==> src/rtl/duck_pkg.sv <==
// duck_pkg: shared types and constants for the duck sprite engine.
//   duck_state_t : 2-bit FSM encoding, also driven out on duck_state.
//   SPRITE_W     : sprite edge length in pixels.
//   FSEL_*       : animation frame selects (upper ROM address bits).
//   PALETTE      : 16 x 24-bit {R,G,B}; index 0 is transparent.
//   sprite_pixel : ROM contents, addr = {frame_sel[1:0], row[4:0], col[4:0]}.
package duck_pkg;

  typedef enum logic [1:0] {
    DUCK_GONE = 2'd0,
    DUCK_FLY  = 2'd1,
    DUCK_HIT  = 2'd2,
    DUCK_FALL = 2'd3
  } duck_state_t;

  localparam int SPRITE_W = 32;

  localparam logic [1:0] FSEL_FLAP_UP = 2'd0;
  localparam logic [1:0] FSEL_FLAP_DN = 2'd1;
  localparam logic [1:0] FSEL_HIT     = 2'd2;
  localparam logic [1:0] FSEL_FALL    = 2'd3;

  typedef logic [23:0] palette_t [16];

  localparam palette_t PALETTE = '{
    24'h000000, 24'h1A1A1A, 24'h0B6623, 24'hFFFFFF,
    24'hFF8C00, 24'h8B5A2B, 24'h5C3A1E, 24'hD02020,
    24'h203080, 24'h40A0E0, 24'hE0E040, 24'h808080,
    24'hC0C0C0, 24'h604020, 24'h00FF00, 24'hFF00FF
  };

  // Sprite artwork described as painted rectangles (later ones win).
  // Frames 2/3 recolour the body red; frame 3 is frame 2 upside down.
  function automatic logic [3:0] sprite_pixel(input logic [11:0] addr);
    logic [1:0] f;
    logic [4:0] r;
    logic [4:0] c;
    logic [3:0] body;
    logic [3:0] px;
    f    = addr[11:10];
    r    = (addr[11:10] == FSEL_FALL) ? (5'd31 - addr[9:5]) : addr[9:5];
    c    = addr[4:0];
    body = f[1] ? 4'd7 : 4'd5;
    px   = 4'd0;
    if (r >= 5'd12 && r <= 5'd23 && c >= 5'd2 && c <= 5'd25) px = body;
    if (r >= 5'd4 && r <= 5'd11 && c >= 5'd2 && c <= 5'd7)   px = body;
    if (r >= 5'd4 && r <= 5'd11 && c >= 5'd20 && c <= 5'd27) px = 4'd2;
    if (r >= 5'd8 && r <= 5'd9 && c >= 5'd28)                px = 4'd4;
    if (r == 5'd6 && c == 5'd24)                             px = 4'd3;
    if (r >= 5'd24 && r <= 5'd27 && (c == 5'd10 || c == 5'd18)) px = 4'd4;
    if (f == FSEL_FLAP_UP && r >= 5'd6 && r <= 5'd11 && c >= 5'd8 && c <= 5'd15)
      px = 4'd6;
    if (f != FSEL_FLAP_UP && r >= 5'd18 && r <= 5'd25 && c >= 5'd8 && c <= 5'd15)
      px = 4'd6;
    return px;
  endfunction

endpackage

==> src/rtl/duck_sprite_rom.sv <==
// duck_sprite_rom: 4096 x 4 synchronous palette-index ROM.
//   clk   in  1   clock
//   rst_n in  1   async active-low reset (clears the address register)
//   addr  in  12  {frame_sel, row, col}
//   data  out 4   palette index for the address presented one cycle earlier
module duck_sprite_rom
  import duck_pkg::*;
(
  input  logic        clk,
  input  logic        rst_n,
  input  logic [11:0] addr,
  output logic [3:0]  data
);

  logic [11:0] addr_q;

  always_ff @(posedge clk or negedge rst_n) begin
    if (!rst_n) addr_q <= 12'd0;
    else        addr_q <= addr;
  end

  assign data = sprite_pixel(addr_q);

endmodule

==> src/rtl/duck_sprite.sv <==
// duck_sprite: duck motion/animation FSM plus 2-stage per-pixel renderer.
//   Clk        in  1   pixel clock
//   Reset_n    in  1   async active-low reset
//   frame_clk  in  1   vsync level (sync to Clk); rising edge = frame tick
//   DrawX/Y    in  10  current pixel coordinates
//   spawn      in  1   pulse: launch a duck (only honoured in GONE)
//   shot       in  1   pulse: duck hit (only honoured in FLY)
//   is_duck    out 1   opaque duck pixel for coordinates of 2 cycles earlier
//   duck_color out 24  colour of that pixel, 0 when transparent
//   duck_state out 2   current FSM state (duck_state_t)
// Handshake: none; spawn/shot are single-cycle strobes sampled every Clk,
// and the pixel path accepts one coordinate per cycle with fixed latency 2.
module duck_sprite
  import duck_pkg::*;
#(
  parameter logic [9:0]        SPAWN_X    = 10'd64,
  parameter logic [9:0]        SPAWN_Y    = 10'd300,
  parameter logic signed [3:0] VX_INIT    = 4'sd2,
  parameter logic signed [3:0] VY_INIT    = -4'sd1,
  parameter logic [9:0]        X_MAX      = 10'd608,
  parameter logic [9:0]        Y_MAX      = 10'd352,
  parameter logic [9:0]        GROUND_Y   = 10'd416,
  parameter logic [9:0]        FALL_SPEED = 10'd4,
  parameter logic [5:0]        HIT_FRAMES = 6'd30,
  parameter logic [3:0]        FLAP_DIV   = 4'd8
) (
  input  logic        Clk,
  input  logic        Reset_n,
  input  logic        frame_clk,
  input  logic [9:0]  DrawX,
  input  logic [9:0]  DrawY,
  input  logic        spawn,
  input  logic        shot,
  output logic        is_duck,
  output logic [23:0] duck_color,
  output logic [1:0]  duck_state
);

  duck_state_t       state_q, state_d;
  logic [9:0]        x_q, x_d, y_q, y_d;
  logic signed [3:0] vx_q, vx_d, vy_q, vy_d;
  logic              flap_q, flap_d;
  logic [3:0]        flap_cnt_q, flap_cnt_d;
  logic [5:0]        hit_cnt_q, hit_cnt_d;
  logic              frame_prev_q;
  logic              tick;

  logic signed [10:0] nx, ny;
  logic [10:0]        y_fall;

  assign tick   = frame_clk & ~frame_prev_q;
  assign nx     = $signed({1'b0, x_q}) + $signed({{7{vx_q[3]}}, vx_q});
  assign ny     = $signed({1'b0, y_q}) + $signed({{7{vy_q[3]}}, vy_q});
  assign y_fall = {1'b0, y_q} + {1'b0, FALL_SPEED};

  always_comb begin
    state_d    = state_q;
    x_d        = x_q;
    y_d        = y_q;
    vx_d       = vx_q;
    vy_d       = vy_q;
    flap_d     = flap_q;
    flap_cnt_d = flap_cnt_q;
    hit_cnt_d  = hit_cnt_q;
    case (state_q)
      DUCK_GONE: begin
        if (spawn) begin
          // A fresh duck starts its animation from the beginning.
          state_d    = DUCK_FLY;
          x_d        = SPAWN_X;
          y_d        = SPAWN_Y;
          vx_d       = VX_INIT;
          vy_d       = VY_INIT;
          flap_d     = 1'b0;
          flap_cnt_d = 4'd0;
          hit_cnt_d  = 6'd0;
        end
      end
      DUCK_FLY: begin
        if (shot) begin
          // Shot wins over a coincident tick: the duck freezes where it is.
          state_d   = DUCK_HIT;
          hit_cnt_d = 6'd0;
        end else if (tick) begin
          if (nx < 11'sd0) begin
            x_d  = 10'd0;
            vx_d = -vx_q;
          end else if (nx > $signed({1'b0, X_MAX})) begin
            x_d  = X_MAX;
            vx_d = -vx_q;
          end else begin
            x_d = nx[9:0];
          end
          if (ny < 11'sd0) begin
            y_d  = 10'd0;
            vy_d = -vy_q;
          end else if (ny > $signed({1'b0, Y_MAX})) begin
            y_d  = Y_MAX;
            vy_d = -vy_q;
          end else begin
            y_d = ny[9:0];
          end
          if (flap_cnt_q == FLAP_DIV - 4'd1) begin
            flap_cnt_d = 4'd0;
            flap_d     = ~flap_q;
          end else begin
            flap_cnt_d = flap_cnt_q + 4'd1;
          end
        end
      end
      DUCK_HIT: begin
        if (tick) begin
          if (hit_cnt_q == HIT_FRAMES - 6'd1) state_d = DUCK_FALL;
          else                                hit_cnt_d = hit_cnt_q + 6'd1;
        end
      end
      DUCK_FALL: begin
        if (tick) begin
          // y is allowed to pass GROUND_Y; the duck is invisible once GONE.
          y_d = y_fall[9:0];
          if (y_fall >= {1'b0, GROUND_Y}) state_d = DUCK_GONE;
        end
      end
      default: state_d = DUCK_GONE;
    endcase
  end

  always_ff @(posedge Clk or negedge Reset_n) begin
    if (!Reset_n) begin
      state_q      <= DUCK_GONE;
      x_q          <= SPAWN_X;
      y_q          <= SPAWN_Y;
      vx_q         <= VX_INIT;
      vy_q         <= VY_INIT;
      flap_q       <= 1'b0;
      flap_cnt_q   <= 4'd0;
      hit_cnt_q    <= 6'd0;
      frame_prev_q <= 1'b0;
    end else begin
      state_q      <= state_d;
      x_q          <= x_d;
      y_q          <= y_d;
      vx_q         <= vx_d;
      vy_q         <= vy_d;
      flap_q       <= flap_d;
      flap_cnt_q   <= flap_cnt_d;
      hit_cnt_q    <= hit_cnt_d;
      frame_prev_q <= frame_clk;
    end
  end

  assign duck_state = state_q;

  // ---------------- pixel pipeline ----------------
  // C0: box test and ROM address. Only the low 5 bits of the offsets are
  // needed, and those equal the difference of the low 5 bits.
  logic [10:0] x_end, y_end;
  logic        inbox_c;
  logic [4:0]  col_c, row_c;
  logic [1:0]  frame_sel;
  logic [11:0] rom_addr;
  logic [3:0]  idx;

  assign x_end = {1'b0, x_q} + 11'd32;
  assign y_end = {1'b0, y_q} + 11'd32;

  always_comb begin
    inbox_c = ({1'b0, DrawX} >= {1'b0, x_q}) && ({1'b0, DrawX} < x_end) &&
              ({1'b0, DrawY} >= {1'b0, y_q}) && ({1'b0, DrawY} < y_end);
    row_c   = DrawY[4:0] - y_q[4:0];
    col_c   = DrawX[4:0] - x_q[4:0];
    // Face the direction of travel while flying.
    if (state_q == DUCK_FLY && vx_q[3]) col_c = 5'd31 - col_c;
    case (state_q)
      DUCK_FLY:  frame_sel = flap_q ? FSEL_FLAP_DN : FSEL_FLAP_UP;
      DUCK_HIT:  frame_sel = FSEL_HIT;
      DUCK_FALL: frame_sel = FSEL_FALL;
      default:   frame_sel = FSEL_FLAP_UP;
    endcase
    rom_addr = {frame_sel, row_c, col_c};
  end

  duck_sprite_rom u_rom (
    .clk   (Clk),
    .rst_n (Reset_n),
    .addr  (rom_addr),
    .data  (idx)
  );

  // C1: flags travel alongside the ROM read.
  logic        inbox_q;
  duck_state_t state_p1_q;
  // C2: registered outputs.
  logic        is_duck_q, is_duck_d;
  logic [23:0] duck_color_q, duck_color_d;

  always_comb begin
    is_duck_d    = inbox_q && (idx != 4'd0) && (state_p1_q != DUCK_GONE);
    duck_color_d = is_duck_d ? PALETTE[idx] : 24'h0;
  end

  always_ff @(posedge Clk or negedge Reset_n) begin
    if (!Reset_n) begin
      inbox_q      <= 1'b0;
      state_p1_q   <= DUCK_GONE;
      is_duck_q    <= 1'b0;
      duck_color_q <= 24'h0;
    end else begin
      inbox_q      <= inbox_c;
      state_p1_q   <= state_q;
      is_duck_q    <= is_duck_d;
      duck_color_q <= duck_color_d;
    end
  end

  assign is_duck    = is_duck_q;
  assign duck_color = duck_color_q;

endmodule

==> config.mk <==
export PLATFORM = sky130hd
export DESIGN_NAME = duck_sprite
export DESIGN_NICKNAME = d
export VERILOG_FILES = /design/src/rtl/duck_pkg.sv /design/src/rtl/duck_sprite_rom.sv /design/src/rtl/duck_sprite.sv
export SDC_FILE = /design/constraint.sdc
export NUM_CORES = 1
export LEC_CHECK = 0
export BUFFER_PORTS_ARGS = -buffer_cell sky130_fd_sc_hd__buf_2
export CORE_ASPECT_RATIO = 0.8
export CORE_UTILIZATION = 40
export CTS_CLUSTER_DIAMETER = 60
export DETAILED_ROUTE_END_ITERATION = 10
export SLEW_MARGIN = 0
export SYNTH_ARGS = -nofsm -noshare
export SYNTH_HDL_FRONTEND = slang
export SYNTH_SLANG_ARGS = --single-unit
==> constraint.sdc <==
create_clock -name Clk -period 2.7 [get_ports Clk]
set_input_delay 0.405 -clock Clk [delete_from_list [all_inputs] [get_ports Clk]]
set_output_delay 0.405 -clock Clk [all_outputs]
set_load 0.05 [all_outputs]
==> run metrics, run 1 <==
worst hold margin 0.0479 ns; row count 38; largest family of logic cells by synthesized area compound AO/OA/AOI/OAI gates; WL final 13900 um; CP Capture Type register; Initial DRC Count 284; final core occ 0.503; R2R Path Start vy_q[3]; R2R setup slack 0.02 ns; Tmin final 2.68 ns; CP Class register to register; cells after synthesis 641; Fillers 1286; WL/cell 15.2 um; register bit total from synthesis 75; Initial DRT Pass Iterations 5; setup ws final 0.0166 ns; drt drc 0; Final setup viols 0; CTS sink cnt 75; slew of the pin with the lowest slew margin 0.611 ns; Syn Nets 739; post-synth top area cell dfrtp_1; hold crit path type input pin to asynchronous set/reset pin; ys flop type dfrtp_1; Clk Latency, worst-skew pair 0.34 ns; remaining global-route overflow 0; Die ar. 14700 um2; max_slew headroom 0.588; Hold Vio Cnt, Final 0; critical path, cell by cell ha_4 > a21oi_2 > nand2_2 > o41ai_4 > o211a_1 > o311ai_1 > buf_4 > a211oi_4 > buf_6 > nand4b_1 > o311ai_1; Initial Utilization 0.414; Root Buffer clkbuf_16; critical path's top delay family compound AO/OA/AOI/OAI gates; top cells by area, synth dfrtp_1, ha_1, dfstp_2; initial antenna violation count 0; Max Slew Vio Count 0; GP Congestion 0.829; nets 827; register area 1900 um2; clock transition at the registers of the reported paths 0.06 ns; Die Wd 135 um; post-synth top area share 0.287; Detail Route Antenna Nets 0; via count 4968; CTS H-Tree Depth 3; area delta synth->final 21.5%; Layout Skew 0.00814 ns; vias in the first global route 4688; RSZ-0062 raised after global routing true; FF-to-FF path depth 11; number of antenna diodes 0; Fmax 0.373 GHz; Post-Place Cell Area 6370 um2; crit path to y_q[7]; FFs w/ async S/R, synth 1.00; IO Pins 52; Multi-input gate area 3610 um2; first-pass GRT wire length 22600 um; Power per Cell Area 1250 nW/um2; Max Cap Viol 0; largest net degree at the start of global routing 42; Yosys warning count 0; HPWL after DPL 10800 um; Yosys cell types 70; sequential share of the synthesized area 0.333; post-synthesis xor/xnor area fraction 0.0680; crit-path max FO 6; status completed; number of port buffers 51; Crit path depth 11; crit-path most repeated cell o311ai_1; Compound-Gate Fraction of Synth Area 0.212; portion of netlist area occupied by mux cells 0.00353; Via density 5.44; LEAKAGE 3.22 nW; pre-CTS setup slack -0.0782 ns; critical path data required time 2.94 ns; fraction of layout cells with a size suffix above 1 0.234; final instance area 6890 um2; reg2reg end y_q[7]; Simple-Gate Fraction of Synth Area 0.159; crit share post-route 0.994; Adder-Cell Fraction of Synth Area 0.166; arrival time at the worst endpoint 2.92 ns; critical path startpoint category register; maximum VDD drop 0.000526 V; cts bufs inserted 9; number of enable flip-flop cells after synthesis 0; Critical path buffers and inverters 2; CP max stage delay 0.60 ns; critical path startpoint vy_q[3]; CTS tree built; worst-case clock buffer depth 2; Synth Cell Area 5670 um2; DIE HEIGHT 108 um; Tot GR Track Use 0.198; core area 13700 um2; Avg Cell Area, Syn 8.84 um2; Critical-path top delay cell dfstp_2
[routing by layer]
metal,track usage,share of wire
met1,0.282,0.51
met2,0.305,0.45
met4,0.0602,0.011
met3,0.0338,0.037
met5,0,0
[flip-flops by register name, indices dropped and copies added (netlist names)]
name / count
duck_color: 18
u_rom.addr_q: 12
x_q: 10
y_q: 10
hit_cnt_q: 6
flap_cnt_q: 4
vy_q: 4
vx_q: 3
duck_state: 2
state_p1_q: 2
flap_q: 1
frame_prev_q: 1
inbox_q: 1
is_duck: 1
[cells by family (layout without fill, tap and decap cells)]
group | count (synthesis) | in the layout
buffers and inverters | 77 | 170
adder cells (fa/ha/maj) | 73 | 73
flip-flops | 75 | 75
multiplexers | 2 | 2
AO/OA/AOI/OAI | 185 | 185
AND/OR/NAND/NOR | 184 | 184
other | 1 | 1
XOR/XNOR | 44 | 44
[stage by stage]
stage                     setup TNS [ns]  cells  power, mW
after floorplan                        0    641       5.38
after detailed placement          -0.327    891       6.87
after CTS                              0    907       8.23
final                                  0    914       8.60
after global placement           -0.0544    891       6.75
after global routing              -0.801    914       9.35
[cells in the final DEF (no fill, tap or decap), drive strengths merged, types with 4 or more instances in the layout]
cell type / count
nand2: 54
nand4b: 4
o21ai: 46
inv: 55
o211ai: 6
nand3: 20
a211oi: 13
clkbuf: 9
or3: 4
o21a: 10
nand4: 8
nor2: 43
and2: 5
dfstp: 10
dfrtp: 65
a31oi: 6
o21bai: 4
a21o: 7
ha: 69
a21oi: 48
o22ai: 10
nor2b: 9
nand3b: 4
nor4: 4
buf: 102
fa: 4
nand2b: 8
nor3: 14
xor2: 20
o311ai: 4
xnor2: 24
[power by group]
group	total [mW]	internal, mW	switching [mW]	leakage, nW
logic	5.50	2.33	3.17	2.11
clock network	1.24	0.731	0.509	0.149
registers	1.86	1.48	0.378	0.963
[cells in the mapped netlist, types with 13 or more instances]
library cell  count
dfrtp_1          65
ha_1             69
clkbuf_1         13
xor2_1           20
xnor2_1          24
nand2_1          54
a211oi_1         13
o21ai_0          41
nand3_1          20
a21oi_1          45
nor2_1           42
inv_1            52
nor3_1           14
[layout make-up]
class	instances	share of cell area
Inverter	52	0.0283
Timing Repair Buffer	102	0.0936
Multi-Input combinational cell	489	0.525
Clock inverter	7	0.0122
Clock buffer	9	0.0327
Tap cell	180	0.0327
Sequential cell	75	0.275
[timing repair]
| item | 4_1_cts | 5_1_grt |
|---|---|---|
| setup buffers | 0 | 6 |
| hold buffers | 0 | 0 |
| setup endpoints to repair | 10 | 36 |
| resized for setup | 8 | 32 |
| gates cloned | 0 | 1 |
| pin swaps | 0 | 14 |
[worst reg2reg max path, delay by kind of cell (launching register included)]
kind	cells	cell delay, ns
compound gates	6	1.21
flops	1	0.60
buf+inv	2	0.34
fa+ha+maj	1	0.23
simple gates	2	0.19
[worst min path at each step]
| stage | from | end | slack, ns | cells past startpoint |
|---|---|---|---|---|
| after floorplan | Reset_n | duck_color[10] | 0.11 | 0 |
| after global placement | Reset_n | duck_color[19] | 0.42 | 1 |
| after detailed placement | Reset_n | duck_color[9] | 0.43 | 1 |
| after CTS | Reset_n | frame_prev_q | 0.06 | 1 |
| after global routing | Reset_n | duck_color[20] | 0.09 | 1 |
| final | Reset_n | duck_color[20] | 0.05 | 1 |
Note: power is estimated with default switching activity, not from simulation.
==> inputs of run 2 (changes only) <==
==> constraint.sdc (replaced) <==
create_clock -name Clk -period 3.25 [get_ports Clk]
set_input_delay 0.4875 -clock Clk [delete_from_list [all_inputs] [get_ports Clk]]
set_output_delay 0.4875 -clock Clk [all_outputs]
set_load 0.05 [all_outputs]
==> run metrics, run 2 (synthesis results as in run 1) <==
RSZ-0062 raised after global routing false; CP Capture Type register; via count 4760 (-4.2%); CTS H-Tree Depth 3 (unchanged); Layout Skew 0.00739 ns (-0.000748 ns); Critical path buffers and inverters 1 (-1); fraction of layout cells with a size suffix above 1 0.144 (-0.0900); Detail Route Antenna Nets 0 (unchanged); R2R Path Start y_q[0]; HPWL after DPL 10100 um (-6.6%); Final setup viols 0 (unchanged); WL final 13200 um (-5.0%); WL/cell 15.1 um (-0.57%); critical path data required time 3.50 ns (+0.56 ns); arrival time at the worst endpoint 3.22 ns (+0.30 ns); crit-path max FO 12 (+6); maximum VDD drop 0.000360 V (-32%); CP Class register to register; max_slew headroom 0.375 (-0.213); Critical-path top delay cell fa_1; min-delay src frame_clk; R2R setup slack 0.28 ns (+0.26 ns); LEAKAGE 3.01 nW (-6.7%); critical path's top delay family compound AO/OA/AOI/OAI gates; dpl cells 857 (-3.8%); Via density 5.45 (+0.31%); setup ws final 0.277 ns (+0.260 ns); number of port buffers 51 (unchanged); Die ar. 14700 um2 (unchanged); drt drc 0 (unchanged); first-pass GRT wire length 22100 um (-2.5%); FF-to-FF path depth 11 (unchanged); hold crit path type input pin to register; hold path depth 1; fin cells 873 (-4.5%); crit share post-route 0.915 (-0.0790); nets 786 (-5.0%); remaining global-route overflow 0 (unchanged); critical path, cell by cell ha_1 > fa_1 > a211oi_2 > o21ai_0 > nand2_1 > xor2_1 > o311ai_1 > a211oi_1 > buf_4 > a221oi_1 > a21oi_1; vias in the first global route 4515 (-3.7%); Initial Utilization 0.414 (unchanged); IO Pins 52 (unchanged); GP Congestion 0.834 (+0.63%); Tmin final 2.97 ns (+0.290 ns); Max Slew Vio Count 0 (unchanged); pre-CTS setup slack 0.250 ns (+0.328 ns); row count 38 (unchanged); slew of the pin with the lowest slew margin 0.937 ns (+0.326 ns); CTS tree built; Hold Path End frame_prev_q; status completed; reg2reg end y_q[3]; core area 13700 um2 (unchanged); most common cell after layout, fill and taps aside ha_1; number of antenna diodes 0 (unchanged); largest net degree at the start of global routing 76 (+81%); DIE HEIGHT 108 um (unchanged); worst-case clock buffer depth 2 (unchanged); critical path startpoint category register; initial antenna violation count 0 (unchanged); Clk Latency, worst-skew pair 0.34 ns (about the same); Max Cap Viol 0 (unchanged); Root Buffer clkbuf_16; cts bufs inserted 9 (unchanged); area delta synth->final 12.9%; CP max stage delay 0.44 ns (-0.16 ns); clock transition at the registers of the reported paths 0.07 ns (about the same); Fmax 0.336 GHz (-9.7%); Setup Fix Bufs, Post-CTS 0 (unchanged); most frequent cells in the layout ha_1, dfrtp_1, nand2_1, inv_1, buf_2; Tot GR Track Use 0.192 (-0.00624); Initial DRT Pass Iterations 5 (unchanged); Largest register FFs 18 (unchanged); Hold Vio Cnt, Final 0 (unchanged); Die Wd 135 um (unchanged); CTS sink cnt 75 (unchanged); Power per Cell Area 993 nW/um2 (-20%); Fin Setup TNS 0 ns (unchanged); Initial DRC Count 277 (-2.5%)
-- run 2: worst max-delay path by stage --
stage | end | start | cells past startpoint | slack, ns
floorplan | y_q[7] | y_q[0] | 11 | 0.49
global placement | y_q[3] | y_q[0] | 11 | 0.36
detailed placement | y_q[3] | y_q[0] | 11 | 0.25
CTS | y_q[3] | y_q[0] | 11 | 0.24
global route | duck_color[4] | u_rom.addr_q[7] | 11 | 0.01
finish | y_q[3] | y_q[0] | 11 | 0.28
-- run 2: layer usage --
metal,routed length (um),global-route usage,up-vias
met5,0,0,-
li1,-,-,2391
met4,125,0.0538,0
met2,5970,0.303,103
met3,508,0.0338,12
met1,6590,0.268,2254
-- run 2: power by group --
part,total [mW],internal [mW],switching (mW),leakage (nW)
sequential,1.57,1.23,0.346,0.970
combinational,3.83,1.48,2.35,1.90
clock,0.957,0.532,0.426,0.139
total,6.36,3.24,3.12,3.01
-- run 2: through the flow --
| step | utilization | hold WS (ns) | instance area (um2) | power (mW) |
|---|---|---|---|---|
| after global placement | 0.445 | 0.458 | 6100 | 5.24 |
| after floorplan | - | 0.192 | 5670 | 4.44 |
| after CTS | 0.466 | 0.254 | 6380 | 6.32 |
| final | 0.468 | 0.267 | 6400 | 6.36 |
| after detailed placement | 0.445 | 0.458 | 6100 | 5.32 |
| after global routing | 0.468 | 0.264 | 6400 | 6.95 |
-- run 2: repair_timing --
action / CTS / global route
setup endpoints to repair: 0 / 7
hold buffers: 0 / 0
endpoints found under the hold margin: 0 / 0
resized for setup: 0 / 3
-- run 2: layout make-up --
cell class	count	area [um2]
clock inverter	7	58.8
clock buffer	9	225
sequential	75	1890
tap	180	225
multi-input combinational	489	3480
inverter	52	195
timing repair buffer	61	333
fill	1341	7290
